File: src/rtl/spi_shift_engine.sv
// spi_shift_engine
//   SPI master serialiser/deserialiser driven by spi_controller. Accepts a
//   start strobe with a TX word and frame configuration, generates CS_N,
//   SCLK and MOSI, samples MISO, and returns the RX word with a done pulse.
//
// Parameters
//   DIV_W   width of i_clk_div; SCLK half-period = i_clk_div+1 clk cycles
//   DATA_W  TX/RX word width (frames of 8..32 bits)
//
// Ports
//   FCLK_CLK0    in   clock, all logic on posedge
//   reset        in   synchronous active-high reset
//   i_start      in   start strobe, honoured only in IDLE
//   i_tx_data    in   transmit word, latched on accepted start
//   i_num_bytes  in   frame length in bytes minus 1, latched on start
//   i_clk_div    in   half-period divider, latched on start
//   i_cpol       in   SCLK idle level
//   i_cpha       in   0: sample leading edge, 1: sample trailing edge
//   i_lsb_first  in   1: LSB shifted first
//   o_busy       out  transfer in progress
//   o_done       out  one-cycle end-of-transfer pulse
//   o_rx_data    out  received word, valid from o_done onward
//   o_cs_n       out  active-low chip select
//   o_sclk       out  SPI clock
//   o_mosi       out  serial data out
//   i_miso       in   serial data in
//
// Build option
//   SPI_LOOPBACK_EN  when defined, MISO samples come from the registered
//                    MOSI and i_miso is ignored.

module spi_shift_engine #(
  parameter int DIV_W  = 8,
  parameter int DATA_W = 32
) (
  input  logic              FCLK_CLK0,
  input  logic              reset,
  input  logic              i_start,
  input  logic [DATA_W-1:0] i_tx_data,
  input  logic [1:0]        i_num_bytes,
  input  logic [DIV_W-1:0]  i_clk_div,
  input  logic              i_cpol,
  input  logic              i_cpha,
  input  logic              i_lsb_first,
  output logic              o_busy,
  output logic              o_done,
  output logic [DATA_W-1:0] o_rx_data,
  output logic              o_cs_n,
  output logic              o_sclk,
  output logic              o_mosi,
  input  logic              i_miso
);

  localparam int IDX_W  = $clog2(DATA_W);
  localparam int EDGE_W = IDX_W + 1;

  typedef enum logic [2:0] {
    S_IDLE,
    S_SETUP,
    S_SHIFT,
    S_HOLD,
    S_DONE
  } state_t;

  state_t r_state;
  state_t w_state_nxt;

  logic [DATA_W-1:0] r_tx;
  logic [DATA_W-1:0] r_rx_sh;
  logic [DATA_W-1:0] r_rx;
  logic [1:0]        r_nb;
  logic [DIV_W-1:0]  r_div;
  logic              r_cpha;
  logic              r_lsb;
  logic [DIV_W-1:0]  r_hp_cnt;
  logic [EDGE_W-1:0] r_edge;
  logic              r_busy;
  logic              r_done;
  logic              r_cs_n;
  logic              r_sclk;
  logic              r_mosi;

  logic              w_hp_exp;
  logic              w_last_edge;
  logic [IDX_W-1:0]  w_k;
  logic              w_miso;
  logic              w_busy_nxt;

`ifdef SPI_LOOPBACK_EN
  logic w_unused_miso;
  assign w_unused_miso = i_miso;
  assign w_miso        = r_mosi;
`else
  assign w_miso = i_miso;
`endif

  // Position in the word of the k-th bit on the wire for the given order.
  function automatic logic [IDX_W-1:0] bit_pos(input logic [IDX_W-1:0] k,
                                               input logic             lsb,
                                               input logic [1:0]       nb);
    logic [IDX_W-1:0] last;
    last = IDX_W'({nb, 3'b111});
    return lsb ? k : (last - k);
  endfunction

  // r_edge counts SCLK edges already produced: even = next edge is leading.
  always_comb begin
    w_hp_exp    = (r_hp_cnt == r_div);
    w_last_edge = (r_edge == EDGE_W'({r_nb, 4'b1111}));
    w_k         = r_edge[EDGE_W-1:1];
  end

  always_ff @(posedge FCLK_CLK0) begin
    if (reset) r_state <= S_IDLE;
    else       r_state <= w_state_nxt;
  end

  always_comb begin
    w_state_nxt = r_state;
    case (r_state)
      S_IDLE:  if (i_start) w_state_nxt = S_SETUP;
      S_SETUP: if (w_hp_exp) w_state_nxt = S_SHIFT;
      S_SHIFT: if (w_hp_exp && w_last_edge) w_state_nxt = S_HOLD;
      S_HOLD:  if (w_hp_exp) w_state_nxt = S_DONE;
      S_DONE:  w_state_nxt = S_IDLE;
      default: w_state_nxt = S_IDLE;
    endcase
    w_busy_nxt = (w_state_nxt == S_SETUP) || (w_state_nxt == S_SHIFT) ||
                 (w_state_nxt == S_HOLD);
  end

  always_ff @(posedge FCLK_CLK0) begin
    if (reset) begin
      r_tx     <= '0;
      r_rx_sh  <= '0;
      r_rx     <= '0;
      r_nb     <= '0;
      r_div    <= '0;
      r_cpha   <= 1'b0;
      r_lsb    <= 1'b0;
      r_hp_cnt <= '0;
      r_edge   <= '0;
      r_busy   <= 1'b0;
      r_done   <= 1'b0;
      r_cs_n   <= 1'b1;
      r_sclk   <= 1'b0;
      r_mosi   <= 1'b0;
    end else begin
      r_busy <= w_busy_nxt;
      r_cs_n <= ~w_busy_nxt;
      r_done <= (w_state_nxt == S_DONE);
      case (r_state)
        S_IDLE: begin
          r_sclk   <= i_cpol;
          r_hp_cnt <= '0;
          if (i_start) begin
            r_tx    <= i_tx_data;
            r_nb    <= i_num_bytes;
            r_div   <= i_clk_div;
            r_cpha  <= i_cpha;
            r_lsb   <= i_lsb_first;
            r_edge  <= '0;
            r_rx_sh <= '0;
            r_mosi  <= i_tx_data[bit_pos('0, i_lsb_first, i_num_bytes)];
          end
        end
        S_SETUP: begin
          r_hp_cnt <= w_hp_exp ? '0 : r_hp_cnt + 1'b1;
        end
        S_SHIFT: begin
          r_hp_cnt <= w_hp_exp ? '0 : r_hp_cnt + 1'b1;
          if (w_hp_exp) begin
            r_sclk <= ~r_sclk;
            r_edge <= r_edge + 1'b1;
            if (!r_edge[0]) begin
              // Leading edge: CPHA=1 re-presents the current bit (bit 0 first).
              if (r_cpha) r_mosi <= r_tx[bit_pos(w_k, r_lsb, r_nb)];
              else        r_rx_sh[bit_pos(w_k, r_lsb, r_nb)] <= w_miso;
            end else begin
              if (r_cpha)            r_rx_sh[bit_pos(w_k, r_lsb, r_nb)] <= w_miso;
              else if (!w_last_edge) r_mosi <= r_tx[bit_pos(w_k + 1'b1, r_lsb, r_nb)];
            end
          end
        end
        S_HOLD: begin
          r_hp_cnt <= w_hp_exp ? '0 : r_hp_cnt + 1'b1;
          if (w_hp_exp) r_rx <= r_rx_sh;
        end
        S_DONE: begin
          r_hp_cnt <= '0;
        end
        default: begin
          r_hp_cnt <= '0;
        end
      endcase
    end
  end

  assign o_busy    = r_busy;
  assign o_done    = r_done;
  assign o_rx_data = r_rx;
  assign o_cs_n    = r_cs_n;
  assign o_sclk    = r_sclk;
  assign o_mosi    = r_mosi;

endmodule
File: config.mk
export PLATFORM = sky130hd
export DESIGN_NAME = spi_shift_engine
export DESIGN_NICKNAME = d
export VERILOG_FILES = /design/src/rtl/spi_shift_engine.sv
export SDC_FILE = /design/constraint.sdc
export NUM_CORES = 1
export LEC_CHECK = 0
export CAP_MARGIN = 20
export CORE_ASPECT_RATIO = 0.9
export CORE_MARGIN = 4
export CORE_UTILIZATION = 60
export CTS_BUF_LIST = sky130_fd_sc_hd__clkbuf_2
export CTS_CLUSTER_DIAMETER = 50
export CTS_CLUSTER_SIZE = 25
export DETAILED_ROUTE_END_ITERATION = 10
export HOLD_SLACK_MARGIN = 0.12
export PLACE_DENSITY = 0.86
export SYNTH_ARGS = -nofsm -noshare
export SYNTH_HDL_FRONTEND = slang
export SYNTH_SLANG_ARGS = --single-unit
File: constraint.sdc
create_clock -name FCLK_CLK0 -period 5.68 [get_ports FCLK_CLK0]
set_input_delay 0.568 -clock FCLK_CLK0 [delete_from_list [all_inputs] [get_ports FCLK_CLK0]]
set_output_delay 0.568 -clock FCLK_CLK0 [all_outputs]
set_load 0.01 [all_outputs]
==> summary.txt <==
Clock tree
  – CTS Buffer Depth: 2
  – CTS Hold Buffers Added: 0
  – H-Tree Depth: 4
  – Clk sink count: 130
  – # Post-CTS Setup Buffers: 0
  – Post-CTS resize count: 0
  – Clk_lat worst skew: slightly above 0.7 ns
  – Total CTS buffers: 17
  – CTS tree: yes
  – Clock Root Buffer: clkbuf_2
  – Clk slew on worst S/H paths: ~0.23 ns

Timing
  – Clock skew: 0.0420 ns
  – Setup TNS Final: 0 ns
  – Least-Margin Pin Slew: 1.03 ns
  – Minimum clock period: approximately 3.6 ns
  – Fmax: 0.275 GHz
  – RSZ-0062 raised after global routing: no
  – Final setup fails: 0
  – Max_slew headroom: roughly 30%
  – Slew Viols, Final: 0
  – Period utilization: 64.1%
  – Final hold vios: 0

GRT
  – Vias in the first global route: approximately 5,200
  – Largest net degree at the start of global routing: 91
  – Global-route wire length before repair: 25.1 mm
  – Initial antenna violation count: 0
  – Global route overflow: 0
  – GRT Resource Usage Total: 25.4%

Floorplanning
  – Die area: 0.0120 mm²
  – Core box area: slightly below 0.01 mm²
  – Die H: 104 µm
  – Initial Util: 62.5%
  – Number of I/O pins: 86
  – Die extent in x: 115 µm
  – Num rows: 34

Setup path
  – Critical Path Start: r_edge[1]
  – Critical Path Source Type: flip-flop
  – Max stage delay on crit path: 1.03 ns
  – Setup CP Type: reg -> reg
  – Crit path DAT: ~4.2 ns
  – Slowest CP cell: dfxtp_1
  – FF-to-FF Start: r_edge[1]
  – Worst Path Max Fanout: 26
  – Most used cell, CP: mux4_2
  – Crit path cell chain: ha_1 > mux4_2 > mux4_2 > or4_1 > o31a_1 > nand4_1 > nand2_1
  – CP endpoint kind: flip-flop
  – CP required: 6.28 ns

Place
  – DP Wirelength: a little over 10 mm
  – IO Port Bufs: 85
  – Final RePlAce weighted congestion: 0.860

Finish
  – Fillers: between 700 and 800
  – Share of layout cells above drive strength 1: 10.7%
  – Area of the multi-input gates: about 0.0033 mm²
  – Final #Nets: 808
  – Area grow syn2layout: 18.1%
  – Total inserted antenna cells: 0
  – FF/Latch Area: between 0.002 and 0.003 mm²

Power
  – Total power: 1.94 mW
  – Power per Cell Area: around 270 mW/mm²
  – Peak supply drop: 0.000156 V
  – Leakage power total: 2.58 nW

Synth
  – Cell Area, Synth: 0.00617 mm²
  – Syn avg cell area: 8.83 µm²
  – Synth cell count leaders: 136 x nand2_1, 130 x dfxtp_1, 119 x a21oi_1
  – Synth area leader: dfxtp_1
  – Most frequent cell after synthesis: nand2_1
  – Yosys top cell area share: 42.2%
  – Synthesized instance count: about 700
  – Ys async rst share: 0%
  – Sequential share of the synthesized area: ~42%
  – Top_reg_cell synth: dfxtp_1
  – Seq cells post-synth: 130
  – Netlist cell types: 50
  – Synth area leaders: dfxtp_1 42%, mux4_2 10%, a21oi_1 9.7%
  – Syn Nets: between 700 and 800
  – Post-synth EDFFs: 0
  – Yosys warns: 0

Detailed routing
  – Vias: 5,517
  – Wire per inst: 16.7 µm
  – Routed Antenna Nets: 0
  – DRT Wirelength: 14.9 mm
  – Drt pass-1 iters: 6
  – Vias per cell: ~6.2
  – DRC: 0
  – 1st-iter DRT viols: 488

Hold path
  – Hold crit path type: in -> reg
  – Hold wc startpoint: i_clk_div[2]

Flow run
  – Max cap viols: 0

Run status
  – Status: completed
==> final timing paths <==
check / slack (ns) / cells after the start / to
setup / recovery: 2.04 / 7 / o_mosi
hold reg to reg: 0.47 / 1 / o_rx_data[22]
setup reg to reg: 2.04 / 7 / o_mosi
hold / removal: 0.37 / 3 / r_div[2]
==> logic make-up after synthesis <==
kind of cell,Yosys count,share of synthesized area (%)
adders and majority gates,5,1.01
DFF,130,42.2
muxes,37,12.0
and+or+nand+nor,222,16.2
AOI/OAI and AO/OA,210,20.0
buffers and inverters,65,4.28
xor gates and xnor gates,30,4.38
==> flip-flops by register name (all words and copies together) (netlist names) <==
signal and count:
o_mosi 1, r_rx_sh 32, o_sclk 1, r_div 8
o_rx_data 32, r_state 3, r_edge 6, r_tx 32
o_busy 1, r_nb 2, r_cpha 1, o_cs_n 1
r_hp_cnt 8, r_lsb 1, o_done 1
==> worst max-delay path, delay by kind of cell, from the launching register on <==
| kind | cells | cell delay (ns) |
|---|---|---|
| DFF | 1 | 1.03 |
| AOI/OAI and AO/OA | 1 | 0.12 |
| adders and majority gates | 1 | 0.81 |
| and+or+nand+nor | 3 | 0.54 |
| muxes | 2 | 1.04 |
==> stage by stage <==
step	cell area (µm²)	setup WS [ns]	utilization (%)	hold slack (ns)	cells
CTS	7240	2.03	73.4	0.309	891
finish	7280	2.04	73.8	0.373	893
global route	7280	1.76	73.8	0.317	893
detailed placement	7000	2.08	70.9	0.451	859
floorplan	6170	3.19	-	0.436	699
global placement	7000	2.19	70.9	0.451	859
==> placed cells by master, fill, tap and decap left out, drive strengths merged, types with 3 or more instances in the layout <==
cell type	n
mux4	29
clkinvlp	3
nand4	6
a21oi	119
nand2	136
dfxtp	130
mux2	3
nand3	14
a22o	33
o21ai	40
buf	8
nor2	22
nor3	15
xor2	14
nor4	3
nor3b	3
nand2b	3
and2	6
a22oi	3
clkbuf	17
clkdlybuf4s50	84
mux2i	5
ha	5
xnor2	16
and3	3
inv	19
==> layer usage <==
layer | GRT usage [%] | routed length [µm] | vias up
met4 | 8.80 | 310 | 0
met5 | 0 | 0 | -
met2 | 41.6 | 7370 | 242
met3 | 6.05 | 1070 | 33
li1 | - | - | 2612
met1 | 32.8 | 6160 | 2630
==> power breakdown <==
part	leakage [nW]	internal [mW]	switching [mW]
clock network	0.142	0.180	0.402
logic	1.38	0.155	0.199
registers	1.06	0.953	0.0522
==> area by class of cell <==
class	count	area share, %
clock inverters	15	2.22
flip-flops and latches	130	35.7
multi-input cells	504	45.5
inverters	9	0.464
repair buffers	92	12.7
clock buffers	17	1.17
well taps	126	2.16
(Power assumes the default switching activity.)
